--- src/rtl/y86_pkg.sv ---
// Shared constants and types for the SEQ Y86-64 stage sequencer.
// Holds the icode/condition/status encodings and the controller state enum.
package y86_pkg;

    localparam logic [3:0] I_HALT   = 4'h0;
    localparam logic [3:0] I_NOP    = 4'h1;
    localparam logic [3:0] I_RRMOVQ = 4'h2;
    localparam logic [3:0] I_IRMOVQ = 4'h3;
    localparam logic [3:0] I_RMMOVQ = 4'h4;
    localparam logic [3:0] I_MRMOVQ = 4'h5;
    localparam logic [3:0] I_OPQ    = 4'h6;
    localparam logic [3:0] I_JXX    = 4'h7;
    localparam logic [3:0] I_CALL   = 4'h8;
    localparam logic [3:0] I_RET    = 4'h9;
    localparam logic [3:0] I_PUSHQ  = 4'hA;
    localparam logic [3:0] I_POPQ   = 4'hB;

    localparam logic [3:0] C_YES = 4'h0;
    localparam logic [3:0] C_LE  = 4'h1;
    localparam logic [3:0] C_L   = 4'h2;
    localparam logic [3:0] C_E   = 4'h3;
    localparam logic [3:0] C_NE  = 4'h4;
    localparam logic [3:0] C_GE  = 4'h5;
    localparam logic [3:0] C_G   = 4'h6;

    localparam logic [2:0] STAT_AOK = 3'd1;
    localparam logic [2:0] STAT_HLT = 3'd2;
    localparam logic [2:0] STAT_ADR = 3'd3;
    localparam logic [2:0] STAT_INS = 3'd4;

    typedef enum logic [2:0] {
        S_IDLE, S_FETCH, S_DECODE, S_EXECUTE,
        S_MEMORY, S_WRITEBACK, S_PCUPD, S_HALT
    } state_t;

    function automatic logic is_mem_icode(input logic [3:0] ic);
        return (ic == I_RMMOVQ) || (ic == I_MRMOVQ) || (ic == I_CALL) ||
               (ic == I_RET)    || (ic == I_PUSHQ)  || (ic == I_POPQ);
    endfunction

endpackage

--- src/rtl/y86_cond_eval.sv ---
// Combinational condition evaluation from {zf, sf, of} and ifun.
// Zero latency; no handshake.
module y86_cond_eval
    import y86_pkg::*;
(
    input  logic [2:0] cc,
    input  logic [3:0] ifun,
    output logic       cnd
);

    logic zf, sf, of, lt;

    assign zf = cc[2];
    assign sf = cc[1];
    assign of = cc[0];
    assign lt = sf ^ of;

    always_comb begin
        cnd = 1'b1;
        case (ifun)
            C_LE:    cnd = lt | zf;
            C_L:     cnd = lt;
            C_E:     cnd = zf;
            C_NE:    cnd = ~zf;
            C_GE:    cnd = ~lt;
            C_G:     cnd = ~lt & ~zf;
            default: cnd = 1'b1;
        endcase
    end

endmodule

--- src/rtl/y86_seq_controller.sv ---
// Multi-cycle SEQ stage sequencer: one stage strobe per cycle, CC/cnd, status, data-memory handshake.
// 6 cycles per instruction, plus one per cycle mem_ack is withheld; optional timeout faults a stuck access.
module y86_seq_controller #(
    parameter int CNT_W       = 32,
    parameter int MEM_TIMEOUT = 16
) (
    input  logic             clk,
    input  logic             rst_n,
    input  logic             start,
    input  logic [3:0]       icode,
    input  logic [3:0]       ifun,
    input  logic             instr_valid,
    input  logic             imem_error,
    input  logic             alu_zf,
    input  logic             alu_sf,
    input  logic             alu_of,
    input  logic             mem_ack,
    input  logic             dmem_error,
    output logic             en_fetch,
    output logic             en_decode,
    output logic             en_execute,
    output logic             en_memory,
    output logic             en_writeback,
    output logic             en_pc,
    output logic             mem_req,
    output logic [2:0]       cc,
    output logic             cnd,
    output logic [2:0]       stat,
    output logic             halted,
    output logic [CNT_W-1:0] retired
);
    import y86_pkg::*;

    localparam int              TW    = (MEM_TIMEOUT > 1) ? $clog2(MEM_TIMEOUT) : 1;
    localparam logic [TW-1:0]   TLAST = TW'((MEM_TIMEOUT > 0) ? MEM_TIMEOUT - 1 : 0);
    localparam bit              TO_EN = (MEM_TIMEOUT != 0);

    state_t           state_q, state_d;
    logic [2:0]       cc_q, stat_q, stat_d;
    logic             cnd_q, memop_q, cond_res;
    logic [CNT_W-1:0] ret_q;
    logic [TW-1:0]    tcnt_q;
    logic             retire, cc_ld, tcnt_inc;

    y86_cond_eval u_cond (
        .cc   (cc_q),
        .ifun (ifun),
        .cnd  (cond_res)
    );

    always_ff @(posedge clk or negedge rst_n) begin
        if (!rst_n) state_q <= S_IDLE;
        else        state_q <= state_d;
    end

    always_comb begin
        state_d  = state_q;
        stat_d   = stat_q;
        retire   = 1'b0;
        cc_ld    = 1'b0;
        tcnt_inc = 1'b0;
        case (state_q)
            S_IDLE: if (start) state_d = S_FETCH;
            S_FETCH: begin
                if (imem_error) begin
                    stat_d  = STAT_ADR;
                    state_d = S_HALT;
                end else if (!instr_valid) begin
                    stat_d  = STAT_INS;
                    state_d = S_HALT;
                end else begin
                    state_d = S_DECODE;
                end
            end
            S_DECODE: state_d = S_EXECUTE;
            S_EXECUTE: begin
                cc_ld   = (icode == I_OPQ);
                state_d = S_MEMORY;
            end
            S_MEMORY: begin
                if (!memop_q) begin
                    state_d = S_WRITEBACK;
                end else if (mem_ack) begin
                    if (dmem_error) begin
                        stat_d  = STAT_ADR;
                        state_d = S_HALT;
                    end else begin
                        state_d = S_WRITEBACK;
                    end
                end else if (TO_EN && (tcnt_q == TLAST)) begin
                    stat_d  = STAT_ADR;
                    state_d = S_HALT;
                end else begin
                    tcnt_inc = 1'b1;
                end
            end
            S_WRITEBACK: state_d = S_PCUPD;
            S_PCUPD: begin
                if (icode == I_HALT) begin
                    stat_d  = STAT_HLT;
                    state_d = S_HALT;
                end else begin
                    retire  = 1'b1;
                    state_d = S_FETCH;
                end
            end
            S_HALT:  state_d = S_HALT;
            default: state_d = S_IDLE;
        endcase
    end

    // cnd samples cc_q before this edge's OPq update, so it always sees the pre-update flags.
    always_ff @(posedge clk or negedge rst_n) begin
        if (!rst_n) begin
            cc_q    <= 3'b000;
            cnd_q   <= 1'b1;
            stat_q  <= STAT_AOK;
            ret_q   <= '0;
            memop_q <= 1'b0;
            tcnt_q  <= '0;
        end else begin
            stat_q <= stat_d;
            if (cc_ld) cc_q <= {alu_zf, alu_sf, alu_of};
            if (state_q == S_EXECUTE) begin
                cnd_q   <= ((icode == I_RRMOVQ) || (icode == I_JXX)) ? cond_res : 1'b1;
                memop_q <= is_mem_icode(icode);
            end
            if (tcnt_inc) tcnt_q <= tcnt_q + TW'(1);
            else          tcnt_q <= '0;
            if (retire)   ret_q  <= ret_q + CNT_W'(1);
        end
    end

    assign en_fetch     = (state_q == S_FETCH);
    assign en_decode    = (state_q == S_DECODE);
    assign en_execute   = (state_q == S_EXECUTE);
    assign en_memory    = (state_q == S_MEMORY);
    assign en_writeback = (state_q == S_WRITEBACK);
    assign en_pc        = (state_q == S_PCUPD);
    assign mem_req      = (state_q == S_MEMORY) && memop_q;
    assign halted       = (state_q == S_HALT);
    assign cc           = cc_q;
    assign cnd          = cnd_q;
    assign stat         = stat_q;
    assign retired      = ret_q;

endmodule

--- config.mk ---
export PLATFORM = sky130hd
export DESIGN_NAME = y86_seq_controller
export DESIGN_NICKNAME = d
export VERILOG_FILES = /design/src/rtl/y86_pkg.sv /design/src/rtl/y86_cond_eval.sv /design/src/rtl/y86_seq_controller.sv
export SDC_FILE = /design/constraint.sdc
export NUM_CORES = 1
export LEC_CHECK = 0
export CORE_MARGIN = 3
export CORE_UTILIZATION = 48
export CTS_CLUSTER_DIAMETER = 30
export DETAILED_ROUTE_END_ITERATION = 8
export PLACE_DENSITY = 0.8
export SLEW_MARGIN = 20
export SYNTH_ARGS = -nofsm -noshare
export SYNTH_HDL_FRONTEND = slang
export SYNTH_SLANG_ARGS = --single-unit
--- constraint.sdc ---
create_clock -name clk -period 2.1 [get_ports clk]
set_clock_uncertainty 0.1 [all_clocks]
set_input_delay 0.42 -clock clk [delete_from_list [all_inputs] [get_ports clk]]
set_output_delay 0.42 -clock clk [all_outputs]
set_load 0.02 [all_outputs]
; Yosys cells after proc, flatten, opt, wreduce, memory -nomap -nowiden
; Index checks and enable logic that the tools add are counted.
; W data, S select, Z words.
[op_classes]
n_addsub = 2
n_eq_ne = 30
n_mux = 27
n_bitwise = 5
n_reduce_logical = 12
[op_table]
columns = cell, count
row1 = $mux W3, 14
row2 = $add A32 B1 Y32 const B, 1
row3 = $eq A4 B3 Y1 const B, 7
row4 = $pmux W3 S8, 1
row5 = $eq A4 B4 Y1 const B, 5
row6 = $eq A3 B3 Y1 const B, 4
row7 = $eq A4 B2 Y1 const B, 3
row8 = $pmux W3 S3, 1
row9 = $mux W1, 8
row10 = $eq A3 B2 Y1 const B, 2
row11 = $logic_or A1 B1 Y1, 6
row12 = $ne A3 B3 Y1 const B, 2
row13 = $pmux W1 S6, 1
row14 = $reduce_and A6 Y1, 1
row15 = $add A4 B1 Y4 const B, 1
row16 = $eq A4 B1 Y1 const B, 1
row17 = $logic_not A4 Y1, 1
row18 = $mux W4, 1
row19 = $ne A2 B1 Y1 const B, 2
row20 = $ne A4 B3 Y1 const B, 1
row21 = $eq A3 B1 Y1 const B, 1
row22 = $logic_not A3 Y1, 1
row23 = $ne A3 B2 Y1 const B, 1
row24 = $reduce_bool A3 Y1, 1
row25 = 8 further kinds, 9
[totals]
register_bits = 47
in_bits = 18
elab_cells = 83

; Logic depth before layout (Yosys ltp)
; Gate-level depths: netlist of the first run.
[depth]
word_depth = 6
mapped_depth = 6
depth_no_buf = 5

; Modules after synthesis
; A second synthesis of the first run with hierarchy kept.
[hier_totals]
cells_unflattened = 224
hier_area_um2 = 2434.8
[by_module_without_submodules]
columns = mod, instances, cells_per_inst, area_per_inst_um2, seq_area_each_um2
row1 = y86_seq_controller, 1, 211, 2327.2, 1178.6
row2 = y86_cond_eval, 1, 13, 107.6, 0.0

; Worst setup path before layout of the first run
; Ideal clock, no wire load.
[synth_path]
kind = register to register
from = reg state_q[0]
to = reg stat_q[2] (netlist: stat[2])
setup_time_ns = 0.125
arrival_ns = 1.897
slack_ns = -0.021
stages_incl_launch_ff = 7
synth_period_minus_slack_ns = 2.121
path_cell_list = dfrtp_1 -> buf_2 -> nor3b_1 -> nand2_1 -> inv_1 -> a221oi_2 -> mux2_2
[synth_via]
elab_chain_len = 3
word_cells_on_any_way = 11
classes_between = 8 x eq/ne / 1 x mux / 2 x reduce/logical
[synth_lines]
columns = item, line
row1 = "start, declared", y86_seq_controller.sv:38  ; state_t state_q, state_d;
row2 = "start signal, assigned", y86_seq_controller.sv:53  ; else state_q <= state_d;
row3 = $eq A3 B3 Y1 (*), -
row4 = net en_memory, y86_seq_controller.sv:22  ; output logic en_memory,
row5 = $ne A3 B3 Y1 (no line) (tied with other cells), -
row6 = $reduce_and A6 Y1 (no line), -
row7 = "end signal, assigned", y86_seq_controller.sv:122  ; stat_q <= stat_d;
row8 = "end, declared", y86_seq_controller.sv:39  ; logic [2:0] cc_q, stat_q, stat_d;
; Mark *: on every way through the listed nets, which the timed path passes. The rest lies on a longest branch.
; A chain may end at the register's enable or synchronous reset.

; Worst setup path after layout of the first run
[layout_path]
from = reg state_q[0]
to = out en_memory
[layout_via]
elab_chain_len = 1
[layout_lines]
columns = item, line
row1 = $eq A3 B3 Y1, y86_seq_controller.sv:137  ; assign en_memory = (state_q == S_MEMORY);
row2 = "end, declared", y86_seq_controller.sv:22
; No other way between the ends.

==> flow_summary.toml, run 1 <==
[placed_design]
postPlaceCellArea_sq_mm = 0.003254
gp_congestion = 0.8038
place_ws_ns = -0.2605
portBuffers = 64
dp_hpwl_mm = 4.209

[layout]
final_cell_mix = "clkdlybuf4s50_1, dfrtp_1, buf_4, xnor2_1, nor2_1"
nNetsFinal = 340
area.growth.synth_to_final_pct = 42.18
antennaDiodeCount = 0
fill_cells = 344
postLayoutCellArea_sq_mm = 0.003378
layout_commonest_cell = "clkdlybuf4s50_1"
drive_gt1_share_pct = 17.50

[cts]
cts_buffers = 5
cts_root_buf = "clkbuf_8"
hold_buffers = 0
tritoncts = "yes"
clk_latency_ns = 0.29
cts_sinks = 47
clockBufferDepth = 2
cts-htree-levels = 2
path_clk_slew_ns = 0.08

[critical_path]
cp.arrival_ns = 1.50
r2r_cells = 5
rr_startpoint = "tcnt_q[0]"
critPathLaunchType = "register"
r2r_end = "stat[2]"
endpoint_kind = "primary output"
reg2reg_slack_ns = 0.12
crit_required_ns = 1.58
path_max_fanout = 9
crit_type = "register to primary output"

[detailed_routing]
wl_mm = 5.664
wl_met2_mm = 2.775
drt_iter0_markers = 155
wl_per_cell_um = 14.71
antenna_left = 0
drc = 0
wl_met1_mm = 2.608
wl_met3_um = 184
via_per_inst = 5.327
top_layer_used = "met4"
dr.pass1.iters = 4
num_vias = 2051

[global_routing]
first_global_vias = 2066
grt_pass1_wl_mm = 9.591
grt_max_degree = 26
grt_usage_pct = 20.10
grt_antenna_before_repair = 0
grt-ovfl-total = 0

[floorplan]
dieArea_sq_mm = 0.005830
start_util_pct = 52.06
die-height_um = 76.36
die_w_um = 76.36
pin_count = 65
placementRows = 24
core-area_sq_mm = 0.004564

[sta]
finalSetupViolCount = 0
finalCritPeriodShare_pct = 96.37
hold_viol = 0
hold_slack_ns = 0.01469
finalWorstSetupSlack_ns = 0.07615
tightestPinTransition_ns = 0.5756
finalSetupTns_ns = 0
drv_slew = 0
rsz0062_at_grt = "false"
max_freq_mhz = 494.1
fin_crit_ns = 2.024
maxSlewHeadroom_pct = 61.63

[synthesis]
ys.flop_type = "dfrtp_1"
async_reset_ff_share_pct = 100.0
ys_seq_elements = 47
seq_area_frac_synth_pct = 49.61
syn_avg_cell_area_sq_um = 10.47
synth_area_sq_mm = 0.002376
synth.distinct_cells = 39
synth_edf_count = 0
syn-num-nets = 247
ys.warnings.count = 0
syn-instance-count = 227

[outcome]
status = "complete, no violations"

[pwr]
vdd_drop_max_mv = 0.7212
leakagePower_uw = 0.001519
powerDensity_mw_per_mm2 = 902.4

[flow_run]
cap_violations = 0

[worst_hold_path]
hold_class = "input pin to asynchronous set/reset pin"
## sequential cells by signal, indices dropped and copies added (netlist names)
name / cells
cnd: 1
state_q: 3
stat: 3
memop_q: 1
cc: 3
retired: 32
tcnt_q: 4
## critical path, stage by stage, from the launching register on
cell           delay (ns)
dfrtp_2              0.48
buf_4                0.16
nor3b_2              0.21
dlygate4sd2_1        0.36
## cells by family (layout without fill, tap and decap cells)
logic type,after synthesis,after routing,share of synthesized area (%)
compound gates,17,17,5.845
fa+ha+maj,2,2,1.053
flops,47,47,49.61
buf+inv,15,108,2.949
xor+xnor,36,36,13.27
mux,9,9,4.107
simple gates,101,101,23.17
## metal layers
| metal | vias to the layer above | global-route usage (%) |
|---|---|---|
| met5 | - | 0 |
| met4 | 0 | 7.609 |
| met3 | 10 | 3.073 |
| met2 | 45 | 33.48 |
| met1 | 1007 | 26.48 |
| li1 | 989 | - |
## power by group
group | switching (uW) | internal, uW
Clock | 293 | 228
Sequential | 186 | 1060
Combinational | 622 | 656
## repair_timing
action                                  4_1_cts  5_1_grt
buffers inserted                              3        1
endpoints found under the setup margin        8        4
pin swaps                                     0        0
resized for setup                            10        5
## metrics by stage
stage	std cells	power, uW	utilization, %
2_1_floorplan	227	1904	-
3_3_place_gp	374	2458	71.30
3_5_place_dp	374	2494	71.30
4_1_cts	384	3039	73.49
5_1_grt	385	3210	74.01
6_report	385	3049	74.01
## synthesized netlist by cell type, types with 4 or more instances
library cell	count	area share [%]
nor4_1	4	1.1
inv_1	9	1.4
a21oi_1	8	1.7
nor3_1	6	1.3
dfrtp_1	45	47
xnor2_1	23	8.5
and3_1	6	1.6
nor2_1	22	3.5
mux2_2	6	2.8
nand4_1	10	2.6
xor2_1	13	4.8
nand3_1	18	3.8
nand2_1	15	2.4
## worst max-delay path by stage
| stage | startpoint | to | slack [ns] | cells past startpoint |
|---|---|---|---|---|
| floorplan | tcnt_q[0] | stat[2] | 0.20 | 5 |
| global placement | icode[0] | retired[25] | -0.22 | 7 |
| detailed placement | icode[0] | retired[8] | -0.26 | 7 |
| CTS | state_q[0] | halted | 0.03 | 2 |
| global route | icode[0] | retired[19] | 0.002 | 5 |
| finish | state_q[0] | en_memory | 0.08 | 3 |
## layout make-up
cell class	count	area, sq um	share of cell area [%]
Sequential cell	47	1182	35.00
Multi-Input combinational cell	165	1150	34.04
Timing Repair Buffer	92	848.3	25.11
Tap cell	65	81.33	2.407
Clock buffer	5	68.82	2.037
Inverter	9	33.78	1.000
Clock inverter	2	13.76	0.4074
(Power assumes the default switching activity.)
==> run 2, diff against run 1 <==
--- a/config.mk
+++ b/config.mk
@@ -5,11 +5,13 @@
 export SDC_FILE = /design/constraint.sdc
 export NUM_CORES = 1
 export LEC_CHECK = 0
+export CELL_PAD_IN_SITES_DETAIL_PLACEMENT = 1
+export CELL_PAD_IN_SITES_GLOBAL_PLACEMENT = 2
 export CORE_MARGIN = 3
-export CORE_UTILIZATION = 48
+export CORE_UTILIZATION = 32
 export CTS_CLUSTER_DIAMETER = 30
 export DETAILED_ROUTE_END_ITERATION = 8
-export PLACE_DENSITY = 0.8
+export PLACE_DENSITY_LB_ADDON = 0.1
 export SLEW_MARGIN = 20
 export SYNTH_ARGS = -nofsm -noshare
 export SYNTH_HDL_FRONTEND = slang
==> constraint.sdc (replaced) <==
create_clock -name clk -period 2.41 [get_ports clk]
set_clock_uncertainty 0.1 [all_clocks]
set_input_delay 0.482 -clock clk [delete_from_list [all_inputs] [get_ports clk]]
set_output_delay 0.482 -clock clk [all_outputs]
set_load 0.02 [all_outputs]
==> run 2 against run 1 <==
The flow now finishes with violations (hold timing). Critical endpoint is now halted. Critical path depth is the same. Via count shrank 4.0%. Register-to-register slack gained 0.11 ns. Core utilization shrank 27 points. Power shrank 12%. Worst hold slack lost 0.015 ns. Largest power group is now sequential cells. Routed wire length grew 7.9%. Final cell count grew 4.4%. Non-clock buffer count shrank 15. Sequential cell count is the same.
==> flow_summary.toml, run 2 (synthesized netlist as in run 1, its figures left out) <==
[placed_design]
gp_congestion = 0.7359
postPlaceCellArea_sq_mm = 0.003193
dp_hpwl_mm = 4.803
portBuffers = 64

[sta]
rsz0062_at_grt = "false"
tightestPinTransition_ns = 0.8776
drv_slew = 0
maxSlewHeadroom_pct = 40.96
max_freq_mhz = 432.6
finalCritPeriodShare_pct = 95.92
hold_slack_ns = -0.0002466
hold_viol = 1
fin_crit_ns = 2.312
finalSetupTns_ns = 0
finalSetupViolCount = 0

[floorplan]
pin_count = 65
die_w_um = 92.17
dieArea_sq_mm = 0.008495
die-height_um = 92.17
placementRows = 30
start_util_pct = 34.03
core-area_sq_mm = 0.006982

[critical_path]
reg2reg_slack_ns = 0.23
crit_type = "register to primary output"
critPathLaunchType = "register"
r2r_end = "retired[27]"
cp.arrival_ns = 1.73
rr_startpoint = "state_q[0]"
crit_start = "state_q[1]"
endpoint_kind = "primary output"
path_max_fanout = 7
crit_required_ns = 1.83
endpoint = "halted"
r2r_cells = 5

[outcome]
status = "finished, violations left"
violations = "hold timing"

[layout]
fill_cells = 805
largest_register_ffs = 32
final_cell_mix = "clkdlybuf4s50_1, dfrtp_1, xnor2_1, nor2_1, nand3_1"
antennaDiodeCount = 0
nNetsFinal = 325
layout_commonest_cell = "clkdlybuf4s50_1"
drive_gt1_share_pct = 12.09
postLayoutCellArea_sq_mm = 0.003313
fin_util_pct = 47.46
area.growth.synth_to_final_pct = 39.44

[global_routing]
grt-ovfl-total = 0
grt_pass1_wl_mm = 10.70
grt_usage_pct = 15.51
grt_antenna_before_repair = 0
first_global_vias = 2106
grt_max_degree = 19

[detailed_routing]
drc = 0
top_layer_used = "met4"
dr.pass1.iters = 4
wl_met1_mm = 2.987
wl_per_cell_um = 15.21
wl_mm = 6.113
num_vias = 1968
antenna_left = 0
drt_iter0_markers = 41
wl_met2_mm = 2.866
wl_met3_um = 208
via_per_inst = 4.896

[pwr]
powerDensity_mw_per_mm2 = 810.9
vdd_drop_max_mv = 0.3597
leakagePower_uw = 0.001457

[cts]
tritoncts = "yes"
post_cts_buffers = 0
cts-htree-levels = 2
clk_latency_ns = 0.30
clockBufferDepth = 2
path_clk_slew_ns = 0.08
cts_root_buf = "clkbuf_8"
cts_buffers = 5
cts_sinks = 47

[worst_hold_path]
hold_class = "input pin to asynchronous set/reset pin"

[flow_run]
cap_violations = 0
run 2: power by group:
group	total, uW	switching, uW	leakage (uW)	internal [uW]
Clock	600	264	0.0000612	336
Combinational	1030	535	0.000772	494
Sequential	1060	136	0.000624	922
Total	2690	935	0.00146	1750
run 2: worst min path at each step:
stage	startpoint	end	slack (ns)
6_report	rst_n	cc[0]	-0.0002
5_1_grt	rst_n	cc[0]	0.02
4_1_cts	rst_n	tcnt_q[3]	0.01
3_5_place_dp	rst_n	cc[1]	0.33
3_3_place_gp	rst_n	cc[1]	0.33
2_1_floorplan	rst_n	cc[0]	0.09
run 2: per-stage QoR:
step / total power, uW / setup slack (ns) / hold WS (ns) / instances
5_1_grt: 2865 / 0.02851 / 0.01528 / 402
3_3_place_gp: 2115 / -0.04579 / 0.3338 / 394
4_1_cts: 2728 / 0.05363 / 0.01291 / 402
2_1_floorplan: 1655 / 0.2887 / 0.08641 / 227
6_report: 2687 / 0.09840 / -0.0002466 / 402
3_5_place_dp: 2129 / -0.1664 / 0.3343 / 394
run 2: worst max-delay path: stages (launching register included):
cell and delay [ns]:
dfrtp_1 0.49, buf_4 0.20, and3_1 0.15, clkdlybuf4s50_1 0.61
run 2: layer usage:
metal | global-route usage, % | vias to the layer above
li1 | - | 949
met1 | 22.44 | 978
met2 | 24.27 | 36
met3 | 2.461 | 5
met4 | 3.713 | 0
met5 | 0 | -
run 2: cell type report:
type	count	area (sq um)	share of cell area (%)
flip-flops and latches	47	1179	35.57
multi-input cells	165	1132	34.18
repair buffers	77	730.7	22.05
well taps	96	120.1	3.625
clock buffers	6	82.58	2.492
clock inverters	2	35.03	1.057
inverters	9	33.78	1.020
run 2: timing repair:
item / CTS / global route
endpoints found under the setup margin: 4 / 1
gates resized for setup: 5 / 1
hold buffers: 0 / 0
pin swaps: 0 / 0
==> run 3, diff against run 2 <==
--- a/config.mk
+++ b/config.mk
@@ -12,6 +12,7 @@
 export CTS_CLUSTER_DIAMETER = 30
 export DETAILED_ROUTE_END_ITERATION = 8
 export PLACE_DENSITY_LB_ADDON = 0.1
+export RECOVER_POWER = 25
 export SLEW_MARGIN = 20
 export SYNTH_ARGS = -nofsm -noshare
 export SYNTH_HDL_FRONTEND = slang
==> run 3 against run 2 <==
The run now ends clean. Critical endpoint unchanged. Sequential share of layout area increased by 0.094 points. Critical path depth did not move. Maximum frequency hardly changed. Critical path type unchanged.
==> flow_summary.toml, run 3 (synthesized netlist as in run 1, its figures left out) <==
[outcome]
status = "complete, no violations"

[sta]
finalSetupViolCount = 0
maxSlewHeadroom_pct = 34.89
tightestPinTransition_ns = 0.9767
hold_viol = 0
finalCritPeriodShare_pct = 95.94
fin_crit_ns = 2.312
rsz0062_at_grt = "false"
max_freq_mhz = 432.5
drv_slew = 0

[critical_path]
critPathTopFamily = "buffers and inverters"
cp_slowest_cell = "clkdlybuf4s50_1"
rr_startpoint = "state_q[0]"
crit_type = "register to primary output"
critPathLaunchType = "register"
critPathMaxStageDelay_ns = 0.61
r2r_cells = 5
reg2reg_slack_ns = 0.23
crit_buf_inv = 2
endpoint_kind = "primary output"
crit_required_ns = 1.83
r2r_end = "retired[27]"
cp_cell_sequence = "buf_4 > and3_1 > clkdlybuf4s50_1"
cp.arrival_ns = 1.73
path_max_fanout = 7

[cts]
cts_sinks = 47
cts_buffers = 5
clk_latency_ns = 0.30
cts_root_buf = "clkbuf_8"
path_clk_slew_ns = 0.08
clockBufferDepth = 2
hold_buffers = 0
tritoncts = "yes"
cts-htree-levels = 2

[detailed_routing]
wl_mm = 6.119
drt_iter0_markers = 41
drc = 0
via_per_inst = 4.891
antenna_left = 0
dr.pass1.iters = 4
num_vias = 1966
wl_per_cell_um = 15.22

[worst_hold_path]
hold_class = "input pin to asynchronous set/reset pin"

[placed_design]
dp_hpwl_mm = 4.803
placed_cells = 394
gp_congestion = 0.7359
portBuffers = 64

[layout]
fin_util_pct = 47.33
layout_commonest_cell = "clkdlybuf4s50_1"
drive_gt1_share_pct = 11.11
largest_register_ffs = 32
multi_input_area_sq_mm = 0.001132
nNetsFinal = 325
fill_cells = 805
final_cell_mix = "clkdlybuf4s50_1, dfrtp_1, xnor2_1, nor2_1, nand3_1"
final_cells = 402
area.growth.synth_to_final_pct = 39.07
antennaDiodeCount = 0
ff_latch_area_sq_mm = 0.001179

[floorplan]
die-height_um = 92.17
dieArea_sq_mm = 0.008495
core-area_sq_mm = 0.006982
placementRows = 30
start_util_pct = 34.03
die_w_um = 92.17
pin_count = 65

[flow_run]
cap_violations = 0

[global_routing]
grt_usage_pct = 15.51
grt_pass1_wl_mm = 10.70
first_global_vias = 2106
grt_antenna_before_repair = 0
grt-ovfl-total = 0
grt_max_degree = 19

[pwr]
leakagePower_uw = 0.001447
powerDensity_mw_per_mm2 = 812.6
vdd_drop_max_mv = 0.3595
p_total_uw = 2685
-- run 3: power breakdown --
group / switching, uW / internal (uW)
Combinational: 535 / 492
Sequential: 136 / 922
Clock: 264 / 336
-- run 3: cell type report --
type                       count  share of cell area, %
clock inverter                 2                  1.060
tap                           96                  3.635
clock buffer                   6                  2.499
inverter                       9                  1.022
sequential                    47                  35.67
timing repair buffer          77                  21.85
multi-input combinational    165                  34.27
-- run 3: worst max path at each step --
| stage | start | depth (start not counted) | to | slack [ns] |
|---|---|---|---|---|
| 3_3_place_gp | icode[0] | 7 | retired[8] | -0.05 |
| 3_5_place_dp | icode[1] | 5 | retired[27] | -0.17 |
| 4_1_cts | state_q[1] | 4 | en_decode | 0.05 |
| 5_1_grt | state_q[1] | 3 | halted | 0.03 |
| 2_1_floorplan | state_q[0] | 6 | stat[2] | 0.29 |
| 6_report | state_q[1] | 3 | halted | 0.1 |
-- run 3: metrics by stage --
| stage | setup WS (ns) | TNS, ns | hold WS (ns) | instance area [sq um] |
|---|---|---|---|---|
| 6_report | 0.09775 | 0 | 0.1932 | 3304 |
| 5_1_grt | 0.02851 | 0 | 0.2644 | 3304 |
| 4_1_cts | 0.05363 | 0 | 0.01291 | 3311 |
| 3_5_place_dp | -0.1664 | -1.127 | 0.3343 | 3193 |
| 3_3_place_gp | -0.04579 | -0.1136 | 0.3338 | 3193 |
| 2_1_floorplan | 0.2887 | 0 | 0.08641 | 2376 |
-- run 3: timing repair --
action / CTS / global route
resized for setup: 5 / 1
endpoints found under the setup margin: 4 / 1
setup buffers: 0 / 0
hold endpoints to repair: 0 / 0
-- run 3: routing by layer --
layer	track usage (%)	up-vias	wire length [um]
met1	22.44	975	3002
met2	24.27	36	2857
met4	3.713	0	51
met5	0	-	0
li1	-	950	-
met3	2.461	5	207
